--- config.mk ---
export PLATFORM = sky130hd
export DESIGN_NAME = atax_mem_arbiter
export DESIGN_NICKNAME = d
export VERILOG_FILES = /design/src/rtl/atax_mem_arbiter.sv
export SDC_FILE = /design/constraint.sdc
export NUM_CORES = 1
export LEC_CHECK = 0
export CORE_AREA = 2 2 300 302
export CTS_CLUSTER_DIAMETER = 100
export DETAILED_ROUTE_END_ITERATION = 8
export DIE_AREA = 0 0 302 304
export HOLD_SLACK_MARGIN = 0.1
export PLACE_DENSITY = 0.37
export SLEW_MARGIN = 20
export SYNTH_ARGS = -nofsm -noshare
export SYNTH_HDL_FRONTEND = slang
export SYNTH_SLANG_ARGS = --single-unit
--- constraint.sdc ---
create_clock -name clk -period 2.75 [get_ports clk]
set_input_delay 0.6875 -clock clk [delete_from_list [all_inputs] [get_ports clk]]
set_output_delay 0.6875 -clock clk [all_outputs]
set_load 0.02 [all_outputs]
--- src/rtl/atax_mem_arbiter.sv ---
// Round-robin arbiter sharing one Avalon-MM master port between the atax A/x/y masters.
// Optional per-master completed-transfer counters are enabled by defining ATAX_ARB_PERF_EN.
module atax_mem_arbiter #(
  parameter int BUS_SIZE  = 64,
  parameter int BUS_BYTES = 8,
  parameter int ADDR_W    = 32
) (
  input  logic                 clk,
  input  logic                 reset,
  input  logic                 avs_A_read,
  input  logic                 avs_A_write,
  input  logic [ADDR_W-1:0]    avs_A_address,
  input  logic [BUS_SIZE-1:0]  avs_A_writedata,
  input  logic [BUS_BYTES-1:0] avs_A_byteenable,
  output logic [BUS_SIZE-1:0]  avs_A_readdata,
  output logic                 avs_A_waitrequest,
  input  logic                 avs_x_read,
  input  logic                 avs_x_write,
  input  logic [ADDR_W-1:0]    avs_x_address,
  input  logic [BUS_SIZE-1:0]  avs_x_writedata,
  input  logic [BUS_BYTES-1:0] avs_x_byteenable,
  output logic [BUS_SIZE-1:0]  avs_x_readdata,
  output logic                 avs_x_waitrequest,
  input  logic                 avs_y_read,
  input  logic                 avs_y_write,
  input  logic [ADDR_W-1:0]    avs_y_address,
  input  logic [BUS_SIZE-1:0]  avs_y_writedata,
  input  logic [BUS_BYTES-1:0] avs_y_byteenable,
  output logic [BUS_SIZE-1:0]  avs_y_readdata,
  output logic                 avs_y_waitrequest,
  output logic                 avm_mem_read,
  output logic                 avm_mem_write,
  output logic [ADDR_W-1:0]    avm_mem_address,
  output logic [BUS_SIZE-1:0]  avm_mem_writedata,
  output logic [BUS_BYTES-1:0] avm_mem_byteenable,
  input  logic [BUS_SIZE-1:0]  avm_mem_readdata,
  input  logic                 avm_mem_waitrequest,
  output logic [31:0]          perf_cnt_A,
  output logic [31:0]          perf_cnt_x,
  output logic [31:0]          perf_cnt_y
);

  typedef enum logic {
    S_IDLE,
    S_BUSY
  } state_t;

  localparam logic [1:0] G_A    = 2'd0;
  localparam logic [1:0] G_X    = 2'd1;
  localparam logic [1:0] G_Y    = 2'd2;
  localparam logic [1:0] G_NONE = 2'd3;

  state_t     r_state;
  state_t     w_nextState;
  logic [1:0] r_grant;
  logic [1:0] w_nextGrant;
  logic [1:0] r_lastGrant;
  logic [1:0] w_pick;
  logic [2:0] w_req;
  logic       w_gRead;
  logic       w_gWrite;
  logic       w_gReq;
  logic       w_done;

  assign w_req = {avs_y_read | avs_y_write, avs_x_read | avs_x_write, avs_A_read | avs_A_write};
  assign w_gReq = w_gRead | w_gWrite;

  assign avs_A_readdata = avm_mem_readdata;
  assign avs_x_readdata = avm_mem_readdata;
  assign avs_y_readdata = avm_mem_readdata;

  // Data path follows the registered grant; it is a don't-care while idle.
  always_comb begin
    w_gRead            = 1'b0;
    w_gWrite           = 1'b0;
    avm_mem_address    = avs_A_address;
    avm_mem_writedata  = avs_A_writedata;
    avm_mem_byteenable = avs_A_byteenable;
    case (r_grant)
      G_A: begin
        w_gRead  = avs_A_read;
        w_gWrite = avs_A_write;
      end
      G_X: begin
        w_gRead            = avs_x_read;
        w_gWrite           = avs_x_write;
        avm_mem_address    = avs_x_address;
        avm_mem_writedata  = avs_x_writedata;
        avm_mem_byteenable = avs_x_byteenable;
      end
      G_Y: begin
        w_gRead            = avs_y_read;
        w_gWrite           = avs_y_write;
        avm_mem_address    = avs_y_address;
        avm_mem_writedata  = avs_y_writedata;
        avm_mem_byteenable = avs_y_byteenable;
      end
      default: ;
    endcase
  end

  // Search starts just after the last completed grant, wrapping A->x->y->A.
  always_comb begin
    w_pick = G_A;
    case (r_lastGrant)
      G_A:     w_pick = w_req[1] ? G_X : (w_req[2] ? G_Y : G_A);
      G_X:     w_pick = w_req[2] ? G_Y : (w_req[0] ? G_A : G_X);
      default: w_pick = w_req[0] ? G_A : (w_req[1] ? G_X : G_Y);
    endcase
  end

  always_comb begin
    w_nextState       = r_state;
    w_nextGrant       = r_grant;
    w_done            = 1'b0;
    avs_A_waitrequest = 1'b1;
    avs_x_waitrequest = 1'b1;
    avs_y_waitrequest = 1'b1;
    avm_mem_read      = 1'b0;
    avm_mem_write     = 1'b0;
    case (r_state)
      S_IDLE: begin
        if (|w_req) begin
          w_nextState = S_BUSY;
          w_nextGrant = w_pick;
        end
      end
      S_BUSY: begin
        case (r_grant)
          G_A:     avs_A_waitrequest = avm_mem_waitrequest;
          G_X:     avs_x_waitrequest = avm_mem_waitrequest;
          G_Y:     avs_y_waitrequest = avm_mem_waitrequest;
          default: ;
        endcase
        avm_mem_write = w_gWrite;
        avm_mem_read  = w_gRead & ~w_gWrite;
        // A master abandoning its request releases the bus without credit.
        if (!w_gReq) begin
          w_nextState = S_IDLE;
          w_nextGrant = G_NONE;
        end else if (!avm_mem_waitrequest) begin
          w_done      = 1'b1;
          w_nextState = S_IDLE;
          w_nextGrant = G_NONE;
        end
      end
      default: w_nextState = S_IDLE;
    endcase
  end

  always_ff @(posedge clk) begin
    if (!reset) begin
      r_state     <= S_IDLE;
      r_grant     <= G_NONE;
      r_lastGrant <= G_Y;
    end else begin
      r_state <= w_nextState;
      r_grant <= w_nextGrant;
      if (w_done) r_lastGrant <= r_grant;
    end
  end

`ifdef ATAX_ARB_PERF_EN
  logic [31:0] r_perfA;
  logic [31:0] r_perfX;
  logic [31:0] r_perfY;

  always_ff @(posedge clk) begin
    if (!reset) begin
      r_perfA <= '0;
      r_perfX <= '0;
      r_perfY <= '0;
    end else if (w_done) begin
      case (r_grant)
        G_A:     r_perfA <= r_perfA + 32'd1;
        G_X:     r_perfX <= r_perfX + 32'd1;
        G_Y:     r_perfY <= r_perfY + 32'd1;
        default: ;
      endcase
    end
  end

  assign perf_cnt_A = r_perfA;
  assign perf_cnt_x = r_perfX;
  assign perf_cnt_y = r_perfY;
`else
  assign perf_cnt_A = '0;
  assign perf_cnt_x = '0;
  assign perf_cnt_y = '0;
`endif

endmodule
==> flow_metrics.py <==
metrics = {
    "status": {
        "status": "complete, no violations",
    },
    "setup_path": {
        "cp_num_buf_inv": 2,
        "critPathLaunchType": "primary input",
        "path_common_cell": "clkdlybuf4s50_1",
        "critPathArrivalTime_ps": 1990,
        "path_class": "in2out",
        "required_ps": 2060,
        "path_cells": "clkdlybuf4s50_1, nor2_1, nand2_1, clkdlybuf4s50_1",
        "worst_setup_path_end_kind": "output port",
        "crit_family": "buffers and inverters",
        "r2r_start": "r_grant[1]$_SDFFE_PN1P_",
        "cp_slowest_cell": "clkdlybuf4s50_1",
        "rr_endpoint": "r_lastGrant[0]$_SDFFE_PN0P_",
        "crit_path_max_fanout": 3,
        "ff2ff_setup_slack_ps": 500,
        "path_depth": 4,
        "slowest_delay_ps": 600,
        "reg2reg_depth": 9,
    },
    "global_route": {
        "grt-ovfl-total": 0,
        "grt_pass1_wl_um": 45100,
        "grt_max_degree": 39,
        "grt_use_total": 0.0719,
        "grt_pass1_vias": 5653,
        "grt_antenna_before_repair": 17,
    },
    "logic_synthesis": {
        "yosysUniqueCellTypes": 27,
        "ys.flop_type": "dfxtp_1",
        "async_reset_ff_frac": 0,
        "synth_top_area_share": 0.490,
        "netlist_area_um2": 4410,
        "synth_edf_count": 0,
        "yosys-top-cells-area": "buf_4 49%, a22oi_1 18%, a21oi_1 12%",
        "yosys.area.top_type": "buf_4",
        "synth_seq_cells": 5,
        "syn_avg_cell_area_um2": 6.36,
        "postSynthCellCount": 694,
        "yosysSeqAreaShare": 0.0227,
        "synth_warnings": 0,
    },
    "floorplanning": {
        "start_util": 0.0496,
        "die_area_um2": 91800,
        "core-area_um2": 89000,
        "fp.dieW_um": 302,
        "die_height_um": 304,
        "rows": 110,
        "io_pins": 782,
    },
    "placed_design": {
        "numPlacedInstances": 2122,
        "place_area_um2": 8850,
        "dp_hpwl_um": 33000,
        "gp_congestion": 0.784,
        "io_buffers": 429,
    },
    "min_path": {
        "hold_depth": 2,
        "hold_path_end": "r_lastGrant[1]$_SDFFE_PN1P_",
        "hp-start": "r_lastGrant[1]$_SDFFE_PN1P_",
        "hp-class": "reg2reg",
    },
    "timing": {
        "finalHoldViolations": 0,
        "fmax_mhz": 373,
        "drv_slew": 0,
        "grt_setup_unrepaired": "true",
        "holdWs_ps": 558,
        "fin_setup_tns_ps": 0,
        "fin_crit_sh": 0.975,
        "layout_min_cycle_time_ps": 2680,
        "skew_ps": 1.46,
        "finalSetupViolations": 0,
    },
    "pwr": {
        "p_clk_frac": 0.083,
        "seqPwrFrac": 0.028,
        "power.internal_mw": 1.44,
        "p_sw_mw": 1.43,
        "p_per_area_nw_per_um2": 327,
        "swShare": 0.499,
        "peakVddDrop_mv": 0.161,
        "power_frac_comb": 0.888,
        "leakage_nw": 3.22,
    },
    "clock_tree": {
        "clock-sinks": 5,
        "cts_buffer_depth": 2,
        "cts_max_level": 1,
        "cts_tree": "built",
        "ctsHoldBuffers": 0,
        "cts-root-buf": "clkbuf_16",
        "cts_buffers": 3,
        "path_clk_slew_ps": 30,
        "clkLatencyLatePin_ps": 230,
    },
    "route": {
        "viasPerCell": 2.60,
        "drc_errors": 0,
        "wirelength_um": 36600,
        "via_count": 5536,
        "drt_iter0_markers": 342,
        "wl_per_cell_um": 17.2,
        "drt.antenna.violating_nets": 0,
        "first_pass_iters": 4,
    },
    "layout": {
        "fin_cells": 2131,
        "fin_area_um2": 8780,
        "layout_common_cells": "321 x clkdlybuf4s50_1, 110 x nor2_1, 105 x a21oi_1",
        "nets": 1344,
        "layout-drive-gt1-share": 0.140,
        "area_growth_pct": 98.9,
        "final_common_cell": "clkdlybuf4s50_1",
    },
    "flow_run": {
        "maxCapViolations": 0,
    },
}
==> repair_timing <==
item / in CTS / in global routing
resized for setup: 116 / 85
cloned: 0 / 2
setup endpoints to repair: 100 / 81
setup buffers: 1 / 1
pin swaps: 2 / 2
==> synthesized netlist by cell type, drive strengths merged (2+ instances only) <==
cell type / instances
buf: 301
nor2: 110
a21oi: 108
a22oi: 104
clkbuf: 34
nand2: 6
dfxtp: 5
ha: 4
inv: 4
a222oi: 2
a31oi: 2
mux2i: 2
==> power groups by stage <==
stage / clock network (mW) / logic (mW) / registers (mW)
6_report: 0.240 / 2.55 / 0.0818
5_1_grt: 0.246 / 2.75 / 0.0824
4_1_cts: 0.243 / 2.57 / 0.0811
3_5_place_dp: 0 / 2.77 / 0.0822
3_3_place_gp: 0 / 2.78 / 0.0819
2_1_floorplan: 0 / 1.66 / 0.0826
==> registers in the layout, indices dropped and copies added, names as in the netlist <==
name         count
r_grant          2
r_state          1
r_lastGrant      2
==> layout make-up <==
type | count | area, um^2
Clock buffer | 4 | 78.8
Inverter | 4 | 15.0
Timing Repair Buffer | 496 | 4740
Fill cell | 10425 | 80300
Antenna cell | 1 | 2.50
Multi-Input combinational cell | 445 | 2370
Tap cell | 1176 | 1470
Sequential cell | 5 | 101
==> through the flow <==
stage               setup WS, ps  total power, mW    util
CTS                         3.24             2.90  0.0993
detailed placement          -516             2.85  0.0994
floorplan                   28.9             1.75       -
finish                      68.4             2.87  0.0986
global route               -9.13             3.08  0.0986
global placement            -460             2.86  0.0994
==> routing by layer <==
metal / global-route usage / wire (um) / vias up
li1: - / - / 2532
met2: 0.118 / 16700 / 525
met4: 0.0254 / 1390 / 10
met1: 0.0737 / 12700 / 2381
met3: 0.0457 / 5800 / 88
met5: 0 / 64 / -
==> worst max path at each step <==
stage	startpoint	to	slack, ps
finish	avm_mem_waitrequest	avs_y_waitrequest	70
global route	r_grant[1]$_SDFFE_PN1P_	avm_mem_writedata[63]	-9
CTS	r_grant[0]$_SDFFE_PN1P_	avm_mem_writedata[27]	3
detailed placement	avs_x_write	avm_mem_read	-520
global placement	avs_x_write	avm_mem_read	-460
floorplan	r_grant[0]$_SDFFE_PN1P_	avm_mem_read	30
==> cells by family (layout without fill, tap and decap cells) <==
| family | count (synthesis) | in the layout | share of synthesized area |
|---|---|---|---|
| other | 1 | 97 | 0.000850 |
| buffers and inverters | 339 | 504 | 0.535 |
| and+or+nand+nor | 121 | 121 | 0.106 |
| adders and majority gates | 4 | 4 | 0.0113 |
| DFF | 5 | 5 | 0.0227 |
| AOI/OAI and AO/OA | 222 | 222 | 0.320 |
| muxes | 2 | 2 | 0.00454 |
==> worst reg2reg max path: cells and delay by family, from the launching register on <==
kind,cells,cell delay (ps)
compound gates,2,660
buf+inv,4,640
flops,1,330
mux,1,260
fa+ha+maj,1,200
simple gates,1,60
No activity file was read; power rests on OpenSTA's default activity.
